File: config.mk
export PLATFORM = sky130hd
export DESIGN_NAME = triangle_decoder_flat
export DESIGN_NICKNAME = d
export VERILOG_FILES = /design/src/rtl/triangle_decoder_if.sv /design/src/rtl/triangle_decoder.sv /design/src/flat_wrapper.sv
export SDC_FILE = /design/constraint.sdc
export NUM_CORES = 1
export LEC_CHECK = 0
export BUFFER_PORTS_ARGS = -buffer_cell sky130_fd_sc_hd__clkbuf_2
export CORE_MARGIN = 3
export CORE_UTILIZATION = 50
export CTS_CLUSTER_DIAMETER = 30
export DETAILED_ROUTE_END_ITERATION = 6
export GPL_ROUTABILITY_DRIVEN = 0
export PLACE_DENSITY = 0.7
export SYNTH_ARGS = -nofsm -noshare
export SYNTH_HDL_FRONTEND = slang
export SYNTH_SLANG_ARGS = --single-unit
export TNS_END_PERCENT = 50
File: constraint.sdc
create_clock -name clk -period 3.32 [get_ports clk]
set_input_delay 0.332 -clock clk [delete_from_list [all_inputs] [get_ports clk]]
set_output_delay 0.332 -clock clk [all_outputs]
set_load 0.03 [all_outputs]
File: src/rtl/triangle_decoder_if.sv
// Sample link carrying a triangle-wave stream
// and the tracking results returned by the decoder.
interface triangle_decoder_if #(
  parameter int N        = 8,
  parameter int PERIOD_W = 16
);
  logic                ena;
  logic [N-1:0]        in;
  logic                locked;
  logic                dir;
  logic                peak;
  logic                trough;
  logic                err;
  logic [7:0]          err_count;
  logic [PERIOD_W-1:0] period;
  logic                period_valid;

  modport master (
    output ena, in,
    input  locked, dir, peak, trough, err,
    input  err_count, period, period_valid
  );

  modport slave (
    input  ena, in,
    output locked, dir, peak, trough, err,
    output err_count, period, period_valid
  );
endinterface

File: src/rtl/triangle_decoder.sv
// Tracks a 0..MAX..0 triangle sample stream:
// lock, direction, turnaround events, period, step errors.
module triangle_decoder #(
  parameter int N        = 8,
  parameter int PERIOD_W = 16
) (
  input logic              clk,
  input logic              rst_n,
  triangle_decoder_if.slave bus
);
  typedef enum logic [1:0] {
    IDLE, PROBE, UP, DOWN
  } state_t;

  localparam logic [N:0] MAX_X = {1'b0, {N{1'b1}}};

  state_t              state, state_d;
  logic [N-1:0]        prev, prev_d;
  logic                peak_q, peak_d;
  logic                trough_q, trough_d;
  logic                err_q, err_d;
  logic [7:0]          errc_q, errc_d;
  logic [PERIOD_W-1:0] cnt, cnt_d;
  logic                have, have_d;
  logic [PERIOD_W-1:0] per_q, per_d;
  logic                pv_q, pv_d;

  logic [N:0] s_x, inc_x, dec_x;
  logic       up_step, dn_step;
  logic       is_max, is_zero;
  logic       mis, tr;

  // Steps compared one bit wider so 0/MAX never wrap.
  assign s_x     = {1'b0, bus.in};
  assign inc_x   = {1'b0, prev} + (N+1)'(1);
  assign dec_x   = {1'b0, prev} - (N+1)'(1);
  assign up_step = (s_x == inc_x);
  assign dn_step = (s_x == dec_x);
  assign is_max  = (s_x == MAX_X);
  assign is_zero = (s_x == '0);

  // Next-state, event and period tracking logic.
  always_comb begin
    state_d  = state;
    prev_d   = prev;
    peak_d   = 1'b0;
    trough_d = 1'b0;
    err_d    = 1'b0;
    errc_d   = errc_q;
    cnt_d    = cnt;
    have_d   = have;
    per_d    = per_q;
    pv_d     = 1'b0;
    mis      = 1'b0;
    tr       = 1'b0;
    if (bus.ena) begin
      prev_d = bus.in;
      unique case (state)
        IDLE:  state_d = PROBE;
        PROBE: begin
          unique case (1'b1)
            up_step: begin
              state_d = is_max ? DOWN : UP;
              peak_d  = is_max;
            end
            dn_step: begin
              state_d = is_zero ? UP : DOWN;
              tr      = is_zero;
            end
            default: ;
          endcase
        end
        UP: begin
          if (up_step) begin
            if (is_max) begin
              state_d = DOWN;
              peak_d  = 1'b1;
            end
          end else begin
            mis = 1'b1;
          end
        end
        DOWN: begin
          if (dn_step) begin
            if (is_zero) begin
              state_d = UP;
              tr      = 1'b1;
            end
          end else begin
            mis = 1'b1;
          end
        end
      endcase
      if (state == UP || state == DOWN) begin
        cnt_d = (&cnt) ? cnt : cnt + PERIOD_W'(1);
      end
      if (tr) begin
        trough_d = 1'b1;
        if (have) begin
          per_d = (&cnt) ? cnt : cnt + PERIOD_W'(1);
          pv_d  = 1'b1;
        end
        cnt_d  = '0;
        have_d = 1'b1;
      end
      if (mis) begin
        err_d   = 1'b1;
        errc_d  = (&errc_q) ? errc_q : errc_q + 8'd1;
        state_d = PROBE;
        cnt_d   = '0;
        have_d  = 1'b0;
      end
    end
  end

  // State and registered outputs, synchronous reset.
  always_ff @(posedge clk) begin
    if (!rst_n) begin
      state    <= IDLE;
      prev     <= '0;
      peak_q   <= 1'b0;
      trough_q <= 1'b0;
      err_q    <= 1'b0;
      errc_q   <= '0;
      cnt      <= '0;
      have     <= 1'b0;
      per_q    <= '0;
      pv_q     <= 1'b0;
    end else begin
      state    <= state_d;
      prev     <= prev_d;
      peak_q   <= peak_d;
      trough_q <= trough_d;
      err_q    <= err_d;
      errc_q   <= errc_d;
      cnt      <= cnt_d;
      have     <= have_d;
      per_q    <= per_d;
      pv_q     <= pv_d;
    end
  end

  assign bus.locked       = (state == UP) || (state == DOWN);
  assign bus.dir          = (state == DOWN);
  assign bus.peak         = peak_q;
  assign bus.trough       = trough_q;
  assign bus.err          = err_q;
  assign bus.err_count    = errc_q;
  assign bus.period       = per_q;
  assign bus.period_valid = pv_q;
endmodule

File: src/flat_wrapper.sv
// flat-port wrapper written by rule: the top's interface ports become plain ports
module triangle_decoder_flat 
#(
  parameter int N        = 8,
  parameter int PERIOD_W = 16
)
  (clk, rst_n, bus_ena, bus_in, bus_locked, bus_dir, bus_peak, bus_trough, bus_err, bus_err_count, bus_period, bus_period_valid);
  triangle_decoder_if #(.N(N), .PERIOD_W(PERIOD_W)) bus_i ();
  input logic clk;
  input logic rst_n;
  input wire logic [$bits(bus_i.ena)-1:0] bus_ena;
  input wire logic [$bits(bus_i.in)-1:0] bus_in;
  output wire logic [$bits(bus_i.locked)-1:0] bus_locked;
  output wire logic [$bits(bus_i.dir)-1:0] bus_dir;
  output wire logic [$bits(bus_i.peak)-1:0] bus_peak;
  output wire logic [$bits(bus_i.trough)-1:0] bus_trough;
  output wire logic [$bits(bus_i.err)-1:0] bus_err;
  output wire logic [$bits(bus_i.err_count)-1:0] bus_err_count;
  output wire logic [$bits(bus_i.period)-1:0] bus_period;
  output wire logic [$bits(bus_i.period_valid)-1:0] bus_period_valid;
  assign bus_i.ena = bus_ena;
  assign bus_i.in = bus_in;
  assign bus_locked = bus_i.locked;
  assign bus_dir = bus_i.dir;
  assign bus_peak = bus_i.peak;
  assign bus_trough = bus_i.trough;
  assign bus_err = bus_i.err;
  assign bus_err_count = bus_i.err_count;
  assign bus_period = bus_i.period;
  assign bus_period_valid = bus_i.period_valid;
  triangle_decoder #(.N(N), .PERIOD_W(PERIOD_W)) u_core (.clk(clk), .rst_n(rst_n), .bus(bus_i));
endmodule
Yosys cells after proc, flatten, opt, wreduce, memory -nomap -nowiden:

Cells that the tools add are included.

* $add $sub $neg: 4
* equal/unequal tests: 11
* mux-type cells: 31
* bitwise logic cells: 1
* reduce and logical (&&, ||, !) cells: 14

Operators by type and width (count)
* 16-bit two-way mux: 4
* 8-bit by 9-bit == test with 1-bit output: 2
* 1-bit two-way mux: 17
* 16-bit by 1-bit adder with 16-bit output, second input constant: 1
* 16-bit AND reduction: 1
* 3-bit by 1-bit != test with 1-bit output, second input constant: 4
* 2-bit two-way mux: 5
* 8-bit by 1-bit adder with 9-bit output, second input constant: 1
* 9-bit logical NOT: 1
* 3-bit AND reduction: 3
* 8-bit by 1-bit subtractor with 9-bit output, second input constant: 1
* 8-bit by 1-bit adder with 8-bit output, second input constant: 1
* 8-bit == test, second input constant: 1
* 2-bit case mux with 4 select lines: 1
* 8-bit AND reduction: 1
* 1-bit case mux with 2 select lines: 3
* 2-bit AND reduction: 3
* 6-bit AND reduction: 1
* 2-bit == test, second input constant: 2
* 4-bit by 1-bit != test with 1-bit output, second input constant: 1
* 2-bit case mux with 2 select lines: 1
* 3-bit nonzero test: 1
* 2-bit by 1-bit == test with 1-bit output, second input constant: 1
* 2-bit logical NOT: 1
* 3 further kinds: 3

* bits in registers: 55
* input bits: 11
* output and inout port bits: 30
* word-level logic and storage cells: 71

Logic depth before layout (Yosys ltp):

Gate-level depths: netlist of the first run.

* depth in word-level cells: 7
* depth in mapped cells: 13
* depth with buffers taken out: 10

Least setup slack after synthesis of the first run:

Ideal clock, no wire load.

* kind: register to register
* from: register u_core.prev[1]
* to: register u_core.state[1]
* setup time: 115 ps
* data arrival time: 2455 ps
* required time: 3205 ps
* setup slack: 749 ps
* stages on the path, launching flop included: 11
* path buffers: 0
* clock period less this slack: 2571 ps
* cell sequence: dfxtp_1 -> inv_1 -> ha_1 -> xor2_1 -> nand2_1 -> nor4_4 -> nand4_4 -> a221o_2 -> nand2b_4 -> a31o_1 -> and3_1

* cells in the longest elaborated chain, start to end: 7
* elaborated cells between the ends (all ways): 15
* those cells by class: 2 x add/sub; 7 x eq/ne; 5 x mux; 1 x reduce/logical

Ends and longest elaborated chain
* from (decl): RTL line triangle_decoder.sv:18 `logic [N-1:0] prev, prev_d;`
* from (signal assigned): RTL line triangle_decoder.sv:131 `prev <= prev_d;`
* 8-bit by 1-bit subtractor with 9-bit output or 8-bit by 1-bit adder with 9-bit output (tied branches): RTL line triangle_decoder.sv:36, triangle_decoder.sv:35
* 8-bit by 9-bit == test with 1-bit output (on tied branches): RTL line triangle_decoder.sv:38, triangle_decoder.sv:37
* 1-bit two-way mux (on tied branches): RTL line triangle_decoder.sv:84, triangle_decoder.sv:74
* 1-bit case mux with 2 select lines: RTL line triangle_decoder.sv:58 `unique case (state)`
* 1-bit two-way mux: RTL line triangle_decoder.sv:56 `if (bus.ena) begin`
* 4-bit by 1-bit != test with 1-bit output (no source line) or 3-bit by 1-bit != test with 1-bit output (tied branches)
* 6-bit AND reduction (no source line)
* to (signal assigned): RTL line triangle_decoder.sv:130 `state <= state_d;`
* to (decl): RTL line triangle_decoder.sv:17 `state_t state, state_d;`

Several ways; a longest one is shown, not always the timed one. The select of a mux whose other input is x is not followed.
A chain may end at the register's enable or synchronous reset.

Worst setup path in the final report of the first run:

* from: register u_core.prev[0]
* to: register u_core.cnt[0]

* cells in the longest elaborated chain, start to end: 7
* elaborated cells between the ends (all ways): 16
* those cells by class: 2 x add/sub; 2 x eq/ne; 10 x mux; 2 x reduce/logical

Ends and longest elaborated chain
* 8-bit by 1-bit subtractor with 9-bit output or 8-bit by 1-bit adder with 9-bit output (tied branches): RTL line triangle_decoder.sv:36, triangle_decoder.sv:35
* 8-bit by 9-bit == test with 1-bit output (on tied branches): RTL line triangle_decoder.sv:38, triangle_decoder.sv:37
* 1-bit two-way mux (on tied branches): RTL line triangle_decoder.sv:84, triangle_decoder.sv:74, triangle_decoder.sv:61
* 1-bit case mux with 2 select lines: RTL line triangle_decoder.sv:58
* 1-bit two-way mux: RTL line triangle_decoder.sv:56
* 3-bit nonzero test (no source line) or 16-bit two-way mux (tied branches)
* 2-bit AND reduction (no source line) or 16-bit two-way mux (tied branches)
* to (signal assigned): RTL line triangle_decoder.sv:136 `cnt <= cnt_d;`
* to (decl): RTL line triangle_decoder.sv:23 `logic [PERIOD_W-1:0] cnt, cnt_d;`

Several ways; a longest one is shown, not always the timed one. The select of a mux whose other input is x is not followed.

==> results of run 1 <==
## metrics by stage
step                hold slack, ps  cells
floorplan                      442    402
global placement               444    496
detailed placement             452    496
CTS                            337    504
global route                   355    504
finish                         336    504
## where the power goes
part	internal, mW	leakage [nW]	total, mW	switching (mW)
sequential	0.679	0.445	0.714	0.0349
clock	0.228	0.0558	0.455	0.226
combinational	0.124	1.02	0.316	0.191
total	1.03	1.52	1.48	0.452
## flip-flops by register name (all words and copies together) (netlist names)
| name | count |
|---|---|
| u_core.bus.err | 1 |
| u_core.bus.period | 16 |
| u_core.cnt | 16 |
| u_core.bus.err_count | 8 |
| u_core.prev | 8 |
| u_core.bus.period_valid | 1 |
| u_core.bus.trough | 1 |
| u_core.state | 2 |
| u_core.have | 1 |
| u_core.bus.peak | 1 |
## cells in the mapped netlist, types with 6 or more instances
library cell	instances
a21oi_1	25
dfxtp_1	55
clkbuf_1	10
nor4_1	6
inv_1	15
or3_1	10
xor2_1	7
buf_2	10
o21ai_0	11
or2_2	7
mux2i_1	13
nand2_1	40
nand3_1	18
xnor2_1	7
nor3_1	10
a21o_1	8
o211a_1	8
nand4_1	13
nand2b_1	9
nor2_1	27
ha_1	8
## worst min-delay path, cell delays in order
cell	delay, ps
clkbuf_2	120
mux2i_1	80
nor2_1	80
## cell type report
| type | count | area (sq um) |
|---|---|---|
| clock inverters | 2 | 38.8 |
| multi-input cells | 305 | 2020 |
| flip-flops and latches | 55 | 1100 |
| clock buffers | 6 | 72.6 |
| inverters | 16 | 60.1 |
| fillers | 611 | 2780 |
| well taps | 77 | 96.3 |
| repair buffers | 43 | 223 |
## per-layer routing
| metal | vias to the layer above | GRT usage | share of wire |
|---|---|---|---|
| met5 | - | 0 | 0 |
| li1 | 1504 | - | - |
| met4 | 0 | 0.0544 | 0.0083 |
| met3 | 5 | 0.0464 | 0.057 |
| met1 | 1387 | 0.259 | 0.47 |
| met2 | 96 | 0.334 | 0.46 |
## worst max-delay path by stage
| stage | depth (start not counted) | end | slack [ps] |
|---|---|---|---|
| 2_1_floorplan | 10 | u_core.state[1]$_SDFFE_PN0P_ | 750 |
| 3_3_place_gp | 9 | u_core.cnt[0]$_SDFFE_PN0P_ | 510 |
| 3_5_place_dp | 9 | u_core.cnt[0]$_SDFFE_PN0P_ | 430 |
| 4_1_cts | 9 | u_core.cnt[0]$_SDFFE_PN0P_ | 420 |
| 5_1_grt | 10 | u_core.cnt[12]$_SDFFE_PN0P_ | 90 |
| 6_report | 9 | u_core.cnt[0]$_SDFFE_PN0P_ | 440 |
## logic make-up (layout without fill, tap and decap cells)
family,after synthesis,count (layout),share of synthesized area
and+or+nand+nor,174,174,0.295
AOI/OAI and AO/OA,95,95,0.201
DFF,55,55,0.332
buffers and inverters,42,67,0.0614
xor gates and xnor gates,15,15,0.0418
muxes,13,13,0.0392
adders and majority gates,8,8,0.0301
==> reports/metrics.cfg, run 1 <==
[power_and_ir_drop]
power_density_mw_per_mm2 = 412
power_mw = 1.48
leakage_nw = 1.52
ir_drop_mv = 0.242

[critical_path]
critPathLaunchType = register
crit_buf_inv = 1
r2r_end = u_core.cnt[0]$_SDFFE_PN0P_
cp_slowest_cell = dfxtp_1
crit_chain = inv_1 -> ha_1 -> xor2_1 -> nand2_1 -> nor4_4 -> nand4_4 -> o31ai_1 -> a21oi_1 -> a211o_1
path_max_fanout = 14
crit_family = compound AO/OA/AOI/OAI gates
critPathKind = register to register
rr_startpoint = u_core.prev[0]$_SDFFE_PN0P_
worstRegToRegCells = 9
rrSetupSlack_ps = 440
slowest_delay_ps = 530
crit_start = u_core.prev[0]$_SDFFE_PN0P_
endpoint_kind = register
worstPathArrival_ps = 3090
required_ps = 3530

[clocking]
root_buffer = clkbuf_8
tritoncts = yes
htree_levels = 2
clock_path_buffers = 2
cts.repair.resized = 0
clk_latency_ps = 310
cts.sinks = 55
cts_buffers = 5
hold_buffers = 0
clkTransAtPathRegs_ps = 100
post_cts_buffers = 0

[sta]
timing.fmax_mhz = 348
drv_slew = 0
setup_ws_ps = 443
max-slew-margin-rel = 0.296
setup_tns_ps = 0
finalCritPeriodShare = 0.867
tightest_slew_ps = 1060
setup_viol = 0
rsz0062_at_grt = no
hold_viol = 0
period_minus_slack_ps = 2880
fin_skew_ps = 15.9

[logic_synthesis]
syn-num-nets = 421
synthTopCellsByArea = dfxtp_1, nand2_1, mux2i_1, a21oi_1, nor2_1
yosysTopAreaCellShare = 0.332
synth_area_sq_mm = 0.00332
synthArstFlopShare = 0
yosys_warnings = 0
synth_top_area_cell = dfxtp_1
ys_seq_area_frac = 0.332
syn_avg_cell_area_sq_um = 8.26
synth_edf_count = 0
synth-main-ff-cell = dfxtp_1
synth_seq_cells = 55
synth_cells = 402
synth_cell_types = 68

[finish]
area_growth_syn_to_layout_pct = 8.63
layout_common_cells = dfxtp_1, nand2_1, clkbuf_2, nor2_1, a21oi_1
final_core_util = 0.565
finalNetCount = 445
num_antenna_cells = 0
final_layout_size_suffix_gt1_frac = 0.169
final_common_cell = dfxtp_1
fin_area_sq_mm = 0.00361

[min_path]
whs_path_depth = 3
hold_path_startpoint = bus_in[0]
hold_class = input pin to register
hold_end = u_core.prev[0]$_SDFFE_PN0P_

[placed_design]
dpl.hpwl_mm = 5.39
dp_slack_ps = 428
place_area_sq_mm = 0.00350
port_buffers = 40

[global_routing]
grt_pass1_wl_mm = 12.5
antenna_found_initial = 0
first_global_vias = 2730
grt_max_degree = 29
grt_usage = 0.200
grt.overflow.total = 0

[route]
via_count = 2992
wire_per_inst_microns = 14.8
routed_wl_mm = 7.46
drt-vias-per-instance = 5.94
drt-initial-drc-count = 177
drtAntennaViolNets = 0
drc = 0
drt_pass1_iterations = 5

[floorplan]
die_w_microns = 87.5
die_y_microns = 87.5
ios = 41
coreArea_sq_mm = 0.00639
rows = 29
die-area_sq_mm = 0.00766
start_util = 0.520

[run]
drv_cap = 0

[outcome]
status = complete, no violations

No activity file was read; power rests on OpenSTA's default activity.
==> inputs of run 2 (changes only) <==
--- a/config.mk
+++ b/config.mk
@@ -11,7 +11,7 @@
 export CTS_CLUSTER_DIAMETER = 30
 export DETAILED_ROUTE_END_ITERATION = 6
 export GPL_ROUTABILITY_DRIVEN = 0
-export PLACE_DENSITY = 0.7
+export PLACE_DENSITY = 0.76
 export SYNTH_ARGS = -nofsm -noshare
 export SYNTH_HDL_FRONTEND = slang
 export SYNTH_SLANG_ARGS = --single-unit
==> run 2 against run 1 <==
Compared with the run above:
- count of clock-buffer cells in the layout down 1
- largest power group unchanged
- first-iteration DRC count up 2.3%
- non-clock buffer count down 1
==> reports/metrics.cfg, run 2 (same netlist as run 1, synthesis figures left out) <==
[floorplan]
rows = 29  ; unchanged
die_w_microns = 87.5  ; unchanged
ios = 41  ; unchanged
coreArea_sq_mm = 0.00639  ; unchanged
die_y_microns = 87.5  ; unchanged
die-area_sq_mm = 0.00766  ; unchanged
start_util = 0.520  ; unchanged

[placed_design]
dp_slack_ps = 377  ; -51.6 ps
dpl.hpwl_mm = 5.25  ; -2.6%
port_buffers = 40  ; unchanged
place_area_sq_mm = 0.00349  ; -0.21%
dpl.cell_count = 495  ; -0.20%

[critical_path]
critPathLaunchType = register
worstPathArrival_ps = 3180  ; +90 ps
path_max_fanout = 14  ; unchanged
required_ps = 3520  ; about the same
critPathKind = register to register
endpoint_kind = register
worstRegToRegCells = 9  ; unchanged

[power_and_ir_drop]
ir_drop_mv = 0.274  ; +13%
power_density_mw_per_mm2 = 391  ; -4.9%
power_mw = 1.40  ; -5.8%
leakage_nw = 1.51  ; -0.81%

[clocking]
cts.sinks = 55  ; unchanged
cts.repair.resized = 0  ; unchanged
post_cts_buffers = 0  ; unchanged
cts_buffers = 5  ; unchanged
clk_latency_ps = 310  ; about the same
htree_levels = 2  ; unchanged
clock_path_buffers = 2  ; unchanged
clkTransAtPathRegs_ps = 100  ; about the same
tritoncts = yes
hold_buffers = 0  ; unchanged
root_buffer = clkbuf_8

[sta]
setup_ws_ps = 341  ; -101 ps
timing.fmax_mhz = 336  ; -3.4%
period_minus_slack_ps = 2980  ; +101 ps
hold_viol = 0  ; unchanged
finalCritPeriodShare = 0.897  ; +0.0305
fin_skew_ps = 12.3  ; -3.62 ps
setup_viol = 0  ; unchanged
tightest_slew_ps = 1200  ; +146 ps
max-slew-margin-rel = 0.198  ; -0.0973
rsz0062_at_grt = no
setup_tns_ps = 0  ; unchanged
whs_ps = 350  ; +13.2 ps
drv_slew = 0  ; unchanged

[finish]
num_antenna_cells = 0  ; unchanged
finalNetCount = 444  ; -0.22%
layout_common_cells = dfxtp_1, nand2_1, clkbuf_2, nor2_1, a21oi_1
area_growth_syn_to_layout_pct = 7.69
final_core_util = 0.560  ; -0.00490
fin_area_sq_mm = 0.00358  ; -0.87%
final_layout_size_suffix_gt1_frac = 0.169  ; +0.000396
fin_cells = 503  ; -0.20%
final_common_cell = dfxtp_1

[run]
drv_cap = 0  ; unchanged

[route]
wire_per_inst_microns = 14.2  ; -4.2%
drt-vias-per-instance = 5.90  ; -0.60%
drc = 0  ; unchanged
drtAntennaViolNets = 0  ; unchanged
routed_wl_mm = 7.13  ; -4.4%
drt_pass1_iterations = 4  ; -1
drt-initial-drc-count = 181  ; +2.3%
via_count = 2968  ; -0.80%

[min_path]
hold_class = input pin to register
whs_path_depth = 3  ; unchanged

[global_routing]
grt_max_degree = 25  ; -14%
antenna_found_initial = 0  ; unchanged
first_global_vias = 2585  ; -5.3%
grt_usage = 0.190  ; -0.00978
grt_pass1_wl_mm = 12.0  ; -4.0%
grt.overflow.total = 0  ; unchanged

[outcome]
status = complete, no violations

run 2: changes by cell type in the layout (fill, tap and decap cells not counted), sizes merged:
cell | previous run | this run
bufinv | 1 | 0
clkinv | 1 | 3
buf | 3 | 2
clkbuf | 46 | 45
run 2: worst paths after layout:
| path | start | to | slack, ps |
|---|---|---|---|
| setup / recovery | u_core.prev[0]$_SDFFE_PN0P_ | u_core.cnt[0]$_SDFFE_PN0P_ | 340 |
| hold / removal | bus_in[0] | u_core.prev[0]$_SDFFE_PN0P_ | 350 |
| setup reg to reg | u_core.prev[0]$_SDFFE_PN0P_ | u_core.cnt[0]$_SDFFE_PN0P_ | 340 |
| hold reg to reg | u_core.bus.period[0]$_SDFFE_PN0P_ | u_core.bus.period[0]$_SDFFE_PN0P_ | 450 |
run 2: worst max-delay path: stages (launching register included):
cell and delay [ps]:
dfxtp_1 540, inv_1 100, ha_1 310, xor2_1 170, nand2_1 110, nor4_4 300
nand4_4 200, o31ai_1 340, a21oi_1 420, a211o_1 400
run 2: cell type report:
class	instances	area, sq um
clock buffer	5	68.8
clock inverter	3	18.8
fill	608	2810
inverter	16	60.1
multi-input combinational	305	2020
sequential	55	1100
tap	77	96.3
timing repair buffer	42	215
run 2: metal layers:
layer	track usage	share of wire	wire, microns
met5	0	0	0
met4	0.0474	0.012	85
met3	0.0293	0.032	226
met2	0.314	0.46	3290
met1	0.259	0.50	3530
run 2: report_power, final:
part	switching [mW]	internal [mW]
logic	0.189	0.124
clock network	0.221	0.149
registers	0.0365	0.679
total	0.447	0.952
